<file path="src/rtl/bwt_merge_stream_pkg.sv">
// Shared BWT definitions: byte width, merge FSM state encoding and a key-index width helper.
package bwt_pkg;

  localparam int BYTE_W = 8;

  typedef enum logic [2:0] {
    IDLE    = 3'd0,
    MERGE   = 3'd1,
    DRAIN_A = 3'd2,
    DRAIN_B = 3'd3,
    DONE    = 3'd4
  } bwt_state_e;

  // Width of a column index; never zero so single-column rows still get a legal port.
  function automatic int key_idx_w(input int n);
    return (n > 1) ? $clog2(n) : 1;
  endfunction

endpackage

</file>
<file path="src/rtl/bwt_merge_stream_if.sv">
// FIFO-side bundle of the merge unit: two first-word-fall-through input runs and one output FIFO.
interface bwt_merge_stream_if
  import bwt_pkg::*;
#(
  parameter int COLUMN = 3
);

  logic [COLUMN-1:0][BYTE_W-1:0] a_data;
  logic                          a_empty;
  logic                          a_rd;
  logic [COLUMN-1:0][BYTE_W-1:0] b_data;
  logic                          b_empty;
  logic                          b_rd;
  logic [COLUMN-1:0][BYTE_W-1:0] out_data;
  logic                          out_wr;
  logic                          out_full;

  modport master (
    input  a_data, a_empty, b_data, b_empty, out_full,
    output a_rd, b_rd, out_data, out_wr
  );

  modport slave (
    output a_data, a_empty, b_data, b_empty, out_full,
    input  a_rd, b_rd, out_data, out_wr
  );

endinterface

</file>
<file path="src/rtl/bwt_merge_stream_row_compare.sv">
// Cyclic multi-byte key compare: first differing byte from key_start (mod COLUMN) decides, ties pick A.
// BWT_MERGE_DESC_EN adds a desc input that makes the larger key win.
module bwt_row_compare
  import bwt_pkg::*;
#(
  parameter  int COLUMN  = 3,
  parameter  int KEY_LEN = 3,
  localparam int KS_W    = key_idx_w(COLUMN)
) (
  input  logic [COLUMN-1:0][BYTE_W-1:0] row_a,
  input  logic [COLUMN-1:0][BYTE_W-1:0] row_b,
  input  logic [KS_W-1:0]               key_start,
`ifdef BWT_MERGE_DESC_EN
  input  logic                          desc,
`endif
  output logic                          sel_a
);

  logic [KEY_LEN-1:0] a_lt;
  logic [KEY_LEN-1:0] a_gt;
  logic               desc_i;

`ifdef BWT_MERGE_DESC_EN
  assign desc_i = desc;
`else
  assign desc_i = 1'b0;
`endif

  genvar gi;
  generate
    for (gi = 0; gi < KEY_LEN; gi++) begin : g_key
      logic [BYTE_W-1:0] byte_a;
      logic [BYTE_W-1:0] byte_b;

      // Mux by constant column index so the rotated select stays width-clean.
      always_comb begin
        byte_a = '0;
        byte_b = '0;
        for (int c = 0; c < COLUMN; c++) begin
          if (((int'(key_start) + gi) % COLUMN) == c) begin
            byte_a = row_a[c];
            byte_b = row_b[c];
          end
        end
      end

      assign a_lt[gi] = (byte_a < byte_b);
      assign a_gt[gi] = (byte_a > byte_b);
    end
  endgenerate

  // Scan from the last key byte down so the lowest differing byte has the final say.
  always_comb begin
    sel_a = 1'b1;
    for (int k = KEY_LEN - 1; k >= 0; k--) begin
      if (a_lt[k] || a_gt[k]) begin
        sel_a = desc_i ? a_gt[k] : a_lt[k];
      end
    end
  end

endmodule

</file>
<file path="src/rtl/bwt_merge_stream.sv">
// Streaming two-way merge of two sorted FIFO runs into one output run, one row per cycle.
// Optional BWT_MERGE_DESC_EN adds a desc port selecting descending order.
module bwt_merge_stream
  import bwt_pkg::*;
#(
  parameter  int COLUMN  = 3,
  parameter  int KEY_LEN = 3,
  parameter  int RUN_W   = 8,
  localparam int KS_W    = key_idx_w(COLUMN)
) (
  input  logic             clk,
  input  logic             rst,
  input  logic             start,
  input  logic [RUN_W-1:0] run_len,
  input  logic [KS_W-1:0]  key_start,
`ifdef BWT_MERGE_DESC_EN
  input  logic             desc,
`endif
  bwt_merge_stream_if.master io,
  output logic             busy,
  output logic             done
);

  localparam logic [2:0] ST_IDLE    = IDLE;
  localparam logic [2:0] ST_MERGE   = MERGE;
  localparam logic [2:0] ST_DRAIN_A = DRAIN_A;
  localparam logic [2:0] ST_DRAIN_B = DRAIN_B;
  localparam logic [2:0] ST_DONE    = DONE;

  logic [2:0]                    state_q, state_d;
  logic [RUN_W-1:0]              run_len_q, run_len_d;
  logic [KS_W-1:0]               key_start_q, key_start_d;
  logic [RUN_W-1:0]              cnt_a_q, cnt_a_d;
  logic [RUN_W-1:0]              cnt_b_q, cnt_b_d;
  logic [COLUMN-1:0][BYTE_W-1:0] out_data_q, out_data_d;
  logic                          out_wr_q, out_wr_d;
  logic                          done_q, done_d;
  logic                          desc_q, desc_d;

  logic             sel_a;
  logic             pop_a;
  logic             pop_b;
  logic [RUN_W-1:0] cnt_a_inc;
  logic [RUN_W-1:0] cnt_b_inc;

  bwt_row_compare #(
    .COLUMN  (COLUMN),
    .KEY_LEN (KEY_LEN)
  ) u_cmp (
    .row_a     (io.a_data),
    .row_b     (io.b_data),
    .key_start (key_start_q),
`ifdef BWT_MERGE_DESC_EN
    .desc      (desc_q),
`endif
    .sel_a     (sel_a)
  );

  always_comb begin
    pop_a = 1'b0;
    pop_b = 1'b0;
    case (state_q)
      ST_MERGE: begin
        if (!io.a_empty && !io.b_empty && !io.out_full) begin
          pop_a = sel_a;
          pop_b = !sel_a;
        end
      end
      ST_DRAIN_A: pop_a = !io.a_empty && !io.out_full;
      ST_DRAIN_B: pop_b = !io.b_empty && !io.out_full;
      default: ;
    endcase
  end

  assign io.a_rd     = pop_a && !rst;
  assign io.b_rd     = pop_b && !rst;
  assign io.out_data = out_data_q;
  assign io.out_wr   = out_wr_q;
  assign busy        = (state_q != ST_IDLE);
  assign done        = done_q;
  assign cnt_a_inc   = cnt_a_q + 1'b1;
  assign cnt_b_inc   = cnt_b_q + 1'b1;

  // Run-end tests use the incremented count so the last pop moves the FSM on in the same cycle.
  always_comb begin
    state_d     = state_q;
    run_len_d   = run_len_q;
    key_start_d = key_start_q;
    desc_d      = desc_q;
    cnt_a_d     = pop_a ? cnt_a_inc : cnt_a_q;
    cnt_b_d     = pop_b ? cnt_b_inc : cnt_b_q;
    out_wr_d    = pop_a || pop_b;
    out_data_d  = pop_a ? io.a_data : (pop_b ? io.b_data : out_data_q);
    done_d      = 1'b0;
    case (state_q)
      ST_IDLE: begin
        if (start) begin
          run_len_d   = run_len;
          key_start_d = (int'(key_start) >= COLUMN) ? '0 : key_start;
`ifdef BWT_MERGE_DESC_EN
          desc_d      = desc;
`else
          desc_d      = 1'b0;
`endif
          cnt_a_d     = '0;
          cnt_b_d     = '0;
          if (run_len == '0) begin
            state_d = ST_DONE;
            done_d  = 1'b1;
          end else begin
            state_d = ST_MERGE;
          end
        end
      end
      ST_MERGE: begin
        if (pop_a && (cnt_a_inc == run_len_q)) begin
          state_d = ST_DRAIN_B;
        end else if (pop_b && (cnt_b_inc == run_len_q)) begin
          state_d = ST_DRAIN_A;
        end
      end
      ST_DRAIN_A: begin
        if (pop_a && (cnt_a_inc == run_len_q)) begin
          state_d = ST_DONE;
          done_d  = 1'b1;
        end
      end
      ST_DRAIN_B: begin
        if (pop_b && (cnt_b_inc == run_len_q)) begin
          state_d = ST_DONE;
          done_d  = 1'b1;
        end
      end
      ST_DONE: state_d = ST_IDLE;
      default: state_d = ST_IDLE;
    endcase
  end

  always_ff @(posedge clk) begin
    if (rst) begin
      state_q     <= ST_IDLE;
      run_len_q   <= '0;
      key_start_q <= '0;
      desc_q      <= 1'b0;
      cnt_a_q     <= '0;
      cnt_b_q     <= '0;
      out_data_q  <= '0;
      out_wr_q    <= 1'b0;
      done_q      <= 1'b0;
    end else begin
      state_q     <= state_d;
      run_len_q   <= run_len_d;
      key_start_q <= key_start_d;
      desc_q      <= desc_d;
      cnt_a_q     <= cnt_a_d;
      cnt_b_q     <= cnt_b_d;
      out_data_q  <= out_data_d;
      out_wr_q    <= out_wr_d;
      done_q      <= done_d;
    end
  end

endmodule

</file>
<file path="src/flat_wrapper.sv">
// flat-port wrapper written by rule: the top's interface ports become plain ports
module bwt_merge_stream_flat import bwt_pkg::*;
#(
  parameter  int COLUMN  = 3,
  parameter  int KEY_LEN = 3,
  parameter  int RUN_W   = 8,
  localparam int KS_W    = key_idx_w(COLUMN)
)
  (clk, rst, start, run_len, key_start, busy, done, io_a_data, io_a_empty, io_b_data, io_b_empty, io_out_full, io_a_rd, io_b_rd, io_out_data, io_out_wr);
  bwt_merge_stream_if #(.COLUMN(COLUMN)) io_i ();
  input  logic clk;
  input  logic rst;
  input  logic start;
  input  logic [RUN_W-1:0] run_len;
  input  logic [KS_W-1:0] key_start;
  output logic busy;
  output logic done;
  input wire logic [$bits(io_i.a_data)-1:0] io_a_data;
  input wire logic [$bits(io_i.a_empty)-1:0] io_a_empty;
  input wire logic [$bits(io_i.b_data)-1:0] io_b_data;
  input wire logic [$bits(io_i.b_empty)-1:0] io_b_empty;
  input wire logic [$bits(io_i.out_full)-1:0] io_out_full;
  output wire logic [$bits(io_i.a_rd)-1:0] io_a_rd;
  output wire logic [$bits(io_i.b_rd)-1:0] io_b_rd;
  output wire logic [$bits(io_i.out_data)-1:0] io_out_data;
  output wire logic [$bits(io_i.out_wr)-1:0] io_out_wr;
  assign io_i.a_data = io_a_data;
  assign io_i.a_empty = io_a_empty;
  assign io_i.b_data = io_b_data;
  assign io_i.b_empty = io_b_empty;
  assign io_i.out_full = io_out_full;
  assign io_a_rd = io_i.a_rd;
  assign io_b_rd = io_i.b_rd;
  assign io_out_data = io_i.out_data;
  assign io_out_wr = io_i.out_wr;
  bwt_merge_stream #(.COLUMN(COLUMN), .KEY_LEN(KEY_LEN), .RUN_W(RUN_W)) u_core (.clk(clk), .rst(rst), .start(start), .run_len(run_len), .key_start(key_start), .io(io_i), .busy(busy), .done(done));
endmodule
</file>
<file path="config.mk">
export PLATFORM = sky130hd
export DESIGN_NAME = bwt_merge_stream_flat
export DESIGN_NICKNAME = d
export VERILOG_FILES = /design/src/rtl/bwt_merge_stream_pkg.sv /design/src/rtl/bwt_merge_stream_if.sv /design/src/rtl/bwt_merge_stream_row_compare.sv /design/src/rtl/bwt_merge_stream.sv /design/src/flat_wrapper.sv
export SDC_FILE = /design/constraint.sdc
export NUM_CORES = 1
export LEC_CHECK = 0
export CAP_MARGIN = 20
export CELL_PAD_IN_SITES_DETAIL_PLACEMENT = 1
export CELL_PAD_IN_SITES_GLOBAL_PLACEMENT = 2
export CORE_ASPECT_RATIO = 1.5
export CORE_MARGIN = 2
export CORE_UTILIZATION = 29
export DETAILED_ROUTE_END_ITERATION = 7
export PLACE_DENSITY = 0.89
export SLEW_MARGIN = 20
export SYNTH_ARGS = -nofsm -noshare
export SYNTH_HDL_FRONTEND = slang
export SYNTH_SLANG_ARGS = --single-unit
export TNS_END_PERCENT = 50
</file>
<file path="constraint.sdc">
create_clock -name clk -period 6.7 [get_ports clk]
set_input_delay 2.01 -clock clk [delete_from_list [all_inputs] [get_ports clk]]
set_output_delay 2.01 -clock clk [all_outputs]
set_load 0.1 [all_outputs]
</file>
==> out/metrics.yaml, run 1 <==
detailed_routing:
  drc: 0
  via_count: 5123
  vias_per_cell: 5.34
  drt-wirelength-per-cell_um: 17.3
  first_iter_violations: 102
  drt-pass1-iter-count: 4
  ant_nets: 0
  drt_wl_total_um: 16600
clock_network:
  cts_tree: "done"
  htreeDepth: 2
  clock_latency_ns: 0.30
  clk_path_buf_depth: 2
  cts_sinks: 55
  numCtsBuffers: 5
  postCtsHoldBufs: 0
  clk_pin_slew_ns: 0.07
  root_buffer: "clkbuf_16"
sta:
  drv_slew: 0
  finalHoldViolations: 0
  holdWs_ns: 0.483
  clock_skew_ns: 0.00760
  setup_violations: 0
  worst_pin_slew_ns: 1.00
  timing.final.crit_share_pct: 98.0
  clock.fmax_mhz: 152
  setup_tns_ns: 0
  slew_headroom_pct: 32.9
  post-route-min-period_ns: 6.56
placed_design:
  dp_hpwl_um: 12400
  numPortBuffers: 92
  place_area_um2: 5770
  gp_congestion: 0.825
synthesis:
  syn_avg_cell_area_um2: 6.74
  yosys_warnings: 0
  syn-cell-area_um2: 4660
  yosys-top-cells-area: "dfxtp_1 (24%), a21oi_1 (11%), nor2_1 (9.7%), nand2_1 (9.6%), ha_1 (8.1%)"
  synth-main-ff-cell: "dfxtp_1"
  yosys.area.top_type_share_pct: 23.6
  yosysSeqAreaShare_pct: 23.6
  yosys_register_bits: 55
  syn_nets: 785
  synthArstFlopShare_pct: 0
  synth_edf_count: 0
  synth_cell_types: 52
  synth_top_cell_by_area: "dfxtp_1"
  syn_inst: 691
worst_setup_path:
  crit_slowest_cell: "or3_4"
  worst-endpoint-arrival_ns: 4.55
  crit_path_end_kind: "output port"
  path_class: "in -> out"
  worstPathRequired_ns: 4.69
  max_stage_delay_ns: 0.42
  path_max_fanout: 4
  startpoint_type: "primary input"
  crit_chain: "dlygate4sd2_1 > nand2_1 > nor2_1 > a21oi_1 > o21ai_0 > ha_1 > nand4_1 > or3_4 > a221oi_4 > buf_6 > nor4_4 > buf_4 > nor2_8 > nor2_4 > buf_12"
  reg2reg_depth: 18
floorplan:
  row_count: 56
  die_w_um: 108
  dieHeight_um: 159
  io_pins: 93
  initial_utilization_pct: 29.7
  core-area_um2: 15700
  die-area_um2: 17100
worst_hold_path:
  min_path_cells: 2
  worstHoldPathType: "reg -> reg"
global_routing:
  use_met3_pct: 2.33
  grt_pass1_wl_um: 26800
  top_usage_layer: "met2"
  grt_antenna_before_repair: 0
  grt_pass1_vias: 5365
  grt_usage_pct: 19.4
  grt_max_degree: 65
  use_met2_pct: 37.3
  overflow: 0
  grtUsageMet1_pct: 21.7
layout:
  final_area_um2: 6040
  n_antenna_cell: 0
  final_cell_mix: "nand2_1 (119), nor2_1 (117), a21oi_1 (100), clkdlybuf4s50_1 (57), dfxtp_1 (55)"
  fin_nets: 850
  final_common_cell: "nand2_1"
  drive_gt1_share_pct: 8.59
  area_growth_pct: 29.6
  final_util_pct: 38.5
  fillers: 2007
status:
  status: "finished, final reports clean"
power_and_ir_drop:
  leakage_nw: 2.39
  vdd_drop_max_mv: 0.102
  power_density_nw_per_um2: 217
  fin_total_pwr_mw: 1.31
run:
  maxCapViolations: 0
==> critical path, delay by kind of cell <==
family          cells  cell delay [ns]
simple gates        7             0.89
buf+inv             4             0.79
compound gates      3             0.54
fa+ha+maj           1             0.33
==> timing repair <==
action | CTS | global route
resized for setup | 27 | 30
buffers inserted | 3 | 1
pin swaps | 8 | 13
setup endpoints to repair | 2 | 2
endpoints found under the hold margin | 0 | 0
==> cells by family after synthesis <==
group	synth area share, %
compound gates	27.8
xor+xnor	5.07
fa+ha+maj	8.05
buf+inv	6.09
flops	23.6
mux	2.15
simple gates	27.2
==> state kept, by name, summed over array words and instances, names as in the netlist <==
register and cells:
u_core.cnt_a_q 8, u_core.key_start_q 2, u_core.cnt_b_q 8, u_core.run_len_q 8, u_core.io.out_wr 1, u_core.done 1
u_core.io.out_data 24, u_core.state_q 3
==> Yosys cell counts, types with 2 or more instances <==
cell	instances
o21ai_0	58
buf_2	4
clkbuf_1	36
nor2b_1	2
and3_1	6
nor2_1	121
dfxtp_1	55
or3_1	9
nand3_1	4
a21o_1	2
nand2b_1	2
a21oi_1	104
buf_1	10
nand2_1	119
buf_4	2
o211ai_1	3
a211oi_2	9
xor2_1	16
o2111ai_1	4
a311oi_1	16
nand4b_1	2
mux2i_1	10
nand4_1	5
ha_1	30
o2111a_1	3
nor4_1	2
buf_6	3
nor3_1	7
and2_1	3
inv_1	10
xnor2_1	11
nand3b_1	3
==> metal layers <==
layer / wire length [µm] / up-vias
li1: - / 2524
met1: 6770 / 2485
met2: 9040 / 86
met3: 479 / 28
met4: 362 / 0
met5: 0 / -
==> layout make-up <==
cell class	count	area, µm²	share of cell area (%)
Multi-Input combinational cell	570	3340	55.3
Timing Repair Buffer	114	1110	18.5
Sequential cell	55	1100	18.2
Tap cell	203	254	4.21
Clock buffer	6	129	2.13
Clock inverter	2	60.1	0.995
Inverter	10	37.5	0.622
==> per-stage QoR <==
stage / cells / setup slack [ns]
2_1_floorplan: 691 / -0.0542
3_3_place_gp: 948 / -0.0743
3_5_place_dp: 948 / -0.169
4_1_cts: 959 / 0.00719
5_1_grt: 960 / -0.0210
6_report: 960 / 0.135
==> final timing paths <==
| kind | start | endpoint | slack, ns |
|---|---|---|---|
| worst max-delay path | io_a_data[5] | io_b_rd | 0.14 |
| worst max register to register | u_core.key_start_q[0]$_SDFFE_PP0P_ | u_core.cnt_a_q[6]$_SDFF_PP0_ | 2.30 |
| worst min-delay path | u_core.io.out_data[4]$_SDFFE_PP0P_ | u_core.io.out_data[4]$_SDFFE_PP0P_ | 0.48 |
| worst min register to register | u_core.io.out_data[4]$_SDFFE_PP0P_ | u_core.io.out_data[4]$_SDFFE_PP0P_ | 0.48 |
==> power breakdown <==
group	total [mW]	switching (mW)	leakage [nW]	internal [mW]
sequential	0.376	0.0249	0.446	0.351
combinational	0.590	0.389	1.85	0.201
clock	0.346	0.131	0.0911	0.215
(Power assumes the default switching activity.)
==> run 2: changes to the inputs <==
--- a/config.mk
+++ b/config.mk
@@ -5,11 +5,10 @@
 export SDC_FILE = /design/constraint.sdc
 export NUM_CORES = 1
 export LEC_CHECK = 0
-export CAP_MARGIN = 20
 export CELL_PAD_IN_SITES_DETAIL_PLACEMENT = 1
 export CELL_PAD_IN_SITES_GLOBAL_PLACEMENT = 2
 export CORE_ASPECT_RATIO = 1.5
-export CORE_MARGIN = 2
+export CORE_MARGIN = 5
 export CORE_UTILIZATION = 29
 export DETAILED_ROUTE_END_ITERATION = 7
 export PLACE_DENSITY = 0.89
==> run 2 against run 1 <==
Against the previous run:
- setup slack got worse by 0.021 ns
- flip-flop and latch count is the same
- combinational power about the same
- register-to-register slack gained 0.16 ns
- global-route usage fell by 1.5 points
- first-iteration DRC count rose by 120%
- maximum frequency decreased by 0.31%
- via count is 0.39% lower
- sequential power is essentially flat
- critical endpoint unchanged
==> out/metrics.yaml, run 2 (same netlist as run 1, synthesis figures left out) <==
status:
  status: "finished, final reports clean"  # unchanged
global_routing:
  grt_pass1_wl_um: 27200  # was 26,800 µm
  grt_usage_pct: 17.9  # was 19.4%
  grt_pass1_vias: 5469  # was 5,365
  grt_antenna_before_repair: 0  # unchanged
  grtUsageMet1_pct: 19.2  # was 21.7%
  use_met3_pct: 2.08  # was 2.33%
  grt_max_degree: 65  # unchanged
  use_met2_pct: 35.5  # was 37.3%
  top_usage_layer: "met2"  # unchanged
  overflow: 0  # unchanged
layout:
  fin_nets: 848  # was 850
  area_growth_pct: 29.3  # was 29.6%
  largest_register_ffs: 24  # unchanged
  fillers: 2006  # was 2,007
  drive_gt1_share_pct: 8.08  # was 8.59%
  final_util_pct: 38.4  # was 38.5%
  final_cell_mix: "nand2_1 (119), nor2_1 (117), a21oi_1 (100), clkdlybuf4s50_1 (63), dfxtp_1 (55)"  # was nand2_1 (119), nor2_1 (117), a21oi_1 (100), clkdlybuf4s50_1 (57), dfxtp_1 (55)
  final_common_cell: "nand2_1"  # unchanged
  n_antenna_cell: 0  # unchanged
  final_area_um2: 6030  # was 6040 µm²
clock_network:
  clock_latency_ns: 0.31  # was 0.30 ns
  cts_sinks: 55  # unchanged
  numCtsBuffers: 5  # unchanged
  cts_tree: "done"  # unchanged
  root_buffer: "clkbuf_16"  # unchanged
  clk_path_buf_depth: 2  # unchanged
  htreeDepth: 2  # unchanged
  clk_pin_slew_ns: 0.08  # was 0.07 ns
floorplan:
  dieHeight_um: 165  # was 159 µm
  initial_utilization_pct: 29.7  # unchanged
  die_w_um: 114  # was 108 µm
  die-area_um2: 18800  # was 17,100 µm²
  core-area_um2: 15700  # unchanged
  io_pins: 93  # unchanged
  row_count: 56  # unchanged
detailed_routing:
  drt-pass1-iter-count: 4  # unchanged
  drc: 0  # unchanged
  ant_nets: 0  # unchanged
  first_iter_violations: 220  # was 102
  via_count: 5103  # was 5,123
  drt_wl_total_um: 16800  # was 16,600 µm
  drt-wirelength-per-cell_um: 17.5  # was 17.3 µm
  vias_per_cell: 5.33  # was 5.34
worst_setup_path:
  r2r-start: "u_core.key_start_q[0]$_SDFFE_PP0P_"  # unchanged
  crit_path_end_kind: "output port"  # unchanged
  crit_start: "io_b_data[23]"  # was io_a_data[5]
  worst-endpoint-arrival_ns: 4.58  # was 4.55 ns
  worstPathRequired_ns: 4.69  # about the same
  crit_slowest_cell: "clkdlybuf4s50_1"  # was or3_4
  crit_top_cell: "buf_4"
  startpoint_type: "primary input"  # unchanged
  max_stage_delay_ns: 0.60  # was 0.42 ns
  crit_chain: "clkdlybuf4s50_1 > a21oi_1 > ha_1 > buf_4 > nand2_1 > o21ai_1 > buf_4 > a221oi_4 > buf_6 > nor4_4 > buf_4 > nor2_8 > nor2_2 > buf_12"  # was dlygate4sd2_1 > nand2_1 > nor2_1 > a21oi_1 > o21ai_0 > ha_1 > nand4_1 > or3_4 > a221oi_4 > buf_6 > nor4_4 > buf_4 > nor2_8 > nor2_4 > buf_12
  path_max_fanout: 4  # unchanged
  path_class: "in -> out"  # unchanged
sta:
  clock_skew_ns: 0.00680  # was 0.00760 ns
  slew_headroom_pct: 33.3  # was 32.9%
  timing.final.crit_share_pct: 98.3  # was 98.0%
  clock.fmax_mhz: 152  # about the same
  worst_pin_slew_ns: 0.998  # was 1.00 ns
  post-route-min-period_ns: 6.59  # was 6.56 ns
  setup_violations: 0  # unchanged
  drv_slew: 0  # unchanged
  worst_slack_ns: 0.114  # was 0.135 ns
  finalHoldViolations: 0  # unchanged
placed_design:
  dp_slack_ns: -0.0973  # was -0.169 ns
  numPortBuffers: 92  # unchanged
  gp_congestion: 0.846  # was 0.825
  place_area_um2: 5750  # was 5770 µm²
  dp_hpwl_um: 12700  # was 12,400 µm
worst_hold_path:
  min_from: "u_core.io.out_data[6]$_SDFFE_PP0P_"  # was u_core.io.out_data[4]$_SDFFE_PP0P_
  worstHoldPathType: "reg -> reg"  # unchanged
power_and_ir_drop:
  vdd_drop_max_mv: 0.101  # was 0.102 mV
  power_density_nw_per_um2: 213  # was 217 nW/µm²
  leakage_nw: 2.38  # was 2.39 nW
run:
  maxCapViolations: 0  # unchanged
## run 2: cell type report
type | instances | area [µm²] | area share [%]
flip-flops and latches | 55 | 1100 | 18.3
multi-input cells | 570 | 3340 | 55.4
clock buffers | 5 | 125 | 2.08
clock inverters | 3 | 47.5 | 0.789
repair buffers | 112 | 1130 | 18.7
inverters | 10 | 37.5 | 0.623
well taps | 203 | 254 | 4.21
## run 2: worst max-delay path: cells and delay by family
kind | cells | cell delay [ns]
and+or+nand+nor | 4 | 0.45
buffers and inverters | 6 | 1.37
AOI/OAI and AO/OA | 3 | 0.37
adders and majority gates | 1 | 0.34
## run 2: timing repair
item                                    CTS  global route
pin swaps                                 2             8
resized for setup                        18            32
setup buffers                             1             4
hold buffers                              0             0
endpoints found under the setup margin    2             2
## run 2: layer usage
| metal | part of all wire, % | wire, µm |
|---|---|---|
| met1 | 40 | 6730 |
| met2 | 55 | 9240 |
| met3 | 2.8 | 465 |
| met4 | 2.1 | 360 |
| met5 | 0 | 0 |
## run 2: per-stage QoR
step                power, mW  setup TNS [ns]  instances  hold slack (ns)
global placement        0.940         -0.0858        945            0.457
finish                   1.28               0        958            0.481
global route             1.36          -0.142        958            0.511
CTS                      1.28               0        954            0.487
floorplan               0.770         -0.0542        691            0.444
detailed placement      0.956          -0.170        945            0.475
## run 2: where the power goes
| group | switching (mW) | leakage (nW) | internal (mW) |
|---|---|---|---|
| logic | 0.387 | 1.85 | 0.202 |
| registers | 0.0249 | 0.446 | 0.351 |
| clock network | 0.139 | 0.0844 | 0.179 |
## run 2: worst paths after layout
| check | depth (start not counted) | slack, ns | end |
|---|---|---|---|
| hold reg to reg | 2 | 0.48 | u_core.io.out_data[6]$_SDFFE_PP0P_ |
| setup / recovery | 14 | 0.11 | io_b_rd |
| hold / removal | 2 | 0.48 | u_core.io.out_data[6]$_SDFFE_PP0P_ |
| setup reg to reg | 20 | 2.46 | u_core.io.out_data[17]$_SDFFE_PP0P_ |
==> run 3: changes to the inputs <==
==> constraint.sdc (replaced) <==
create_clock -name clk -period 7.5 [get_ports clk]
set_input_delay 2.25 -clock clk [delete_from_list [all_inputs] [get_ports clk]]
set_output_delay 2.25 -clock clk [all_outputs]
set_load 0.1 [all_outputs]
==> run 3 against run 2 <==
Against the previous run:
- global-route usage increased by 1.0 points
- non-clock buffer count shrank 9
- combinational power fell by 14%
- count of clock-buffer cells in the layout unchanged
- wire length increased by 6.3%
- register-to-register slack improved by 0.52 ns
- design area is 2.4% lower
- flip-flop and latch count unchanged
- sequential share of layout area grew 0.45 points
- largest cell class unchanged
- largest power group unchanged
==> out/metrics.yaml, run 3 (same netlist as run 1, synthesis figures left out) <==
worst_hold_path:
  worstHoldPathType: "reg -> reg"  # unchanged
  min_path_cells: 2  # unchanged
  min_from: "u_core.cnt_b_q[1]$_SDFF_PP0_"  # was u_core.io.out_data[6]$_SDFFE_PP0P_
power_and_ir_drop:
  power_density_nw_per_um2: 187  # was 213 nW/µm²
  vdd_drop_max_mv: 0.118  # was 0.101 mV
  leakage_nw: 2.20  # was 2.38 nW
  fin_total_pwr_mw: 1.10  # was 1.28 mW
global_routing:
  grt_antenna_before_repair: 1  # was 0
  grt_usage_pct: 18.9  # was 17.9%
  overflow: 0  # unchanged
  grt_pass1_wl_um: 28100  # was 27,200 µm
  grt_pass1_vias: 5273  # was 5,469
  grt_max_degree: 65  # unchanged
worst_setup_path:
  crit_start: "io_a_data[5]"  # was io_b_data[23]
  reg2reg_depth: 19  # was 20
  startpoint_type: "primary input"  # unchanged
  max_stage_delay_ns: 0.61  # was 0.60 ns
  path_max_fanout: 4  # unchanged
  crit_path_end_kind: "output port"  # unchanged
  path_class: "in -> out"  # unchanged
  crit_chain: "clkdlybuf4s50_1 > nand2_1 > nor2_1 > a21oi_1 > o21ai_0 > ha_1 > nand4_1 > or3_4 > a221oi_4 > buf_4 > nor4_4 > buf_4 > nor2_8 > nor2_1 > buf_12"  # was clkdlybuf4s50_1 > a21oi_1 > ha_1 > buf_4 > nand2_1 > o21ai_1 > buf_4 > a221oi_4 > buf_6 > nor4_4 > buf_4 > nor2_8 > nor2_2 > buf_12
  worstPathRequired_ns: 5.25  # was 4.69 ns
  worst-endpoint-arrival_ns: 5.18  # was 4.58 ns
  crit_slowest_cell: "clkdlybuf4s50_1"  # unchanged
  r2r-start: "u_core.key_start_q[0]$_SDFFE_PP0P_"  # unchanged
placed_design:
  dp_hpwl_um: 13700  # was 12,700 µm
  gp_congestion: 0.876  # was 0.846
  numPortBuffers: 92  # unchanged
  dp_cells: 940  # was 945
  dp_slack_ns: 0.0630  # was -0.0973 ns
detailed_routing:
  drc: 0  # unchanged
  via_count: 5027  # was 5,103
  drt-pass1-iter-count: 4  # unchanged
  drt-wirelength-per-cell_um: 18.8  # was 17.5 µm
  drt_wl_total_um: 17900  # was 16,800 µm
  first_iter_violations: 171  # was 220
  vias_per_cell: 5.29  # was 5.33
  ant_nets: 0  # unchanged
sta:
  finalHoldViolations: 0  # unchanged
  worst_pin_slew_ns: 1.02  # was 0.998 ns
  worst_slack_ns: 0.0721  # was 0.114 ns
  clock_skew_ns: 0.00636  # was 0.00680 ns
  holdWs_ns: 0.482  # was 0.481 ns
  setup_violations: 0  # unchanged
  slew_headroom_pct: 32.1  # was 33.3%
  post-route-min-period_ns: 7.43
  clock.fmax_mhz: 135
  timing.final.crit_share_pct: 99.0
  drv_slew: 0  # unchanged
layout:
  area_growth_pct: 26.2  # was 29.3%
  fin_nets: 839  # was 848
  final_common_cell: "nand2_1"  # unchanged
  fin_cells: 950  # was 958
  final_cell_mix: "nand2_1 (119), nor2_1 (118), a21oi_1 (104), clkdlybuf4s50_1 (86), dfxtp_1 (55)"  # was nand2_1 (119), nor2_1 (117), a21oi_1 (100), clkdlybuf4s50_1 (63), dfxtp_1 (55)
  final_util_pct: 37.5  # was 38.4%
  largest_register_ffs: 24  # unchanged
  drive_gt1_share_pct: 6.30  # was 8.08%
clock_network:
  clock_latency_ns: 0.30  # was 0.31 ns
  cts_tree: "done"  # unchanged
  htreeDepth: 2  # unchanged
  numCtsBuffers: 5  # unchanged
  root_buffer: "clkbuf_16"  # unchanged
  clk_path_buf_depth: 2  # unchanged
  cts_sinks: 55  # unchanged
  clk_pin_slew_ns: 0.09  # was 0.08 ns
  postCtsHoldBufs: 0  # unchanged
run:
  maxCapViolations: 0  # unchanged
status:
  status: "finished, final reports clean"  # unchanged
floorplan:
  core-area_um2: 15700  # unchanged
  initial_utilization_pct: 29.7  # unchanged
  io_pins: 93  # unchanged
  die-area_um2: 18800  # unchanged
  row_count: 56  # unchanged
  dieHeight_um: 165  # unchanged
  die_w_um: 114  # unchanged
[run 3: cell types whose count changed in the layout (fill, tap and decap cells not counted), sizes merged, moves of 2 or more]
cell | previous run | this run
inv | 11 | 13
dlymetal6s2s | 15 | 3
dlygate4sd2 | 11 | 0
buf | 23 | 14
clkdlybuf4s50 | 63 | 86
[run 3: metal layers]
layer	global-route usage, %	vias to the layer above	wire length, µm	share of wire, %
met5	0	-	0	0
met4	6.72	0	682	3.8
met3	2.26	24	484	2.7
met2	37.3	91	9530	53
met1	20.2	2403	7160	40
li1	-	2509	-	-
[run 3: through the flow]
step                setup TNS [ns]  instance area (µm²)
global placement                 0                 5700
floorplan                   -0.201                 4660
global route               -0.0818                 5880
detailed placement               0                 5700
CTS                              0                 5850
finish                           0                 5880
[run 3: area by class of cell]
type	count	area, µm²
fillers	2007	9810
multi-input cells	570	3300
flip-flops and latches	55	1100
repair buffers	103	1040
well taps	203	254
clock buffers	5	125
inverters	10	37.5
clock inverters	3	26.3
diodes	1	2.50
[run 3: worst paths after layout]
kind                               endpoint  slack, ns
max reg2reg  u_core.state_q[1]$_SDFFE_PP0P_       2.98
min            u_core.cnt_b_q[1]$_SDFF_PP0_       0.48
min reg2reg    u_core.cnt_b_q[1]$_SDFF_PP0_       0.48
max                                 io_b_rd       0.07
[run 3: worst max-delay path, delay by kind of cell]
kind,cells,cell delay [ns]
buf+inv,4,1.12
simple gates,7,1.02
compound gates,3,0.58
fa+ha+maj,1,0.19
[run 3: what timing repair did]
item	CTS	global route
endpoints found under the setup margin	0	2
setup buffers	0	1
endpoints found under the hold margin	0	0
resized for setup	0	11
[run 3: power by group]
| group | switching (mW) | internal, mW | total, mW |
|---|---|---|---|
| registers | 0.0245 | 0.313 | 0.338 |
| clock network | 0.129 | 0.128 | 0.257 |
| logic | 0.338 | 0.169 | 0.507 |
| total | 0.491 | 0.611 | 1.10 |
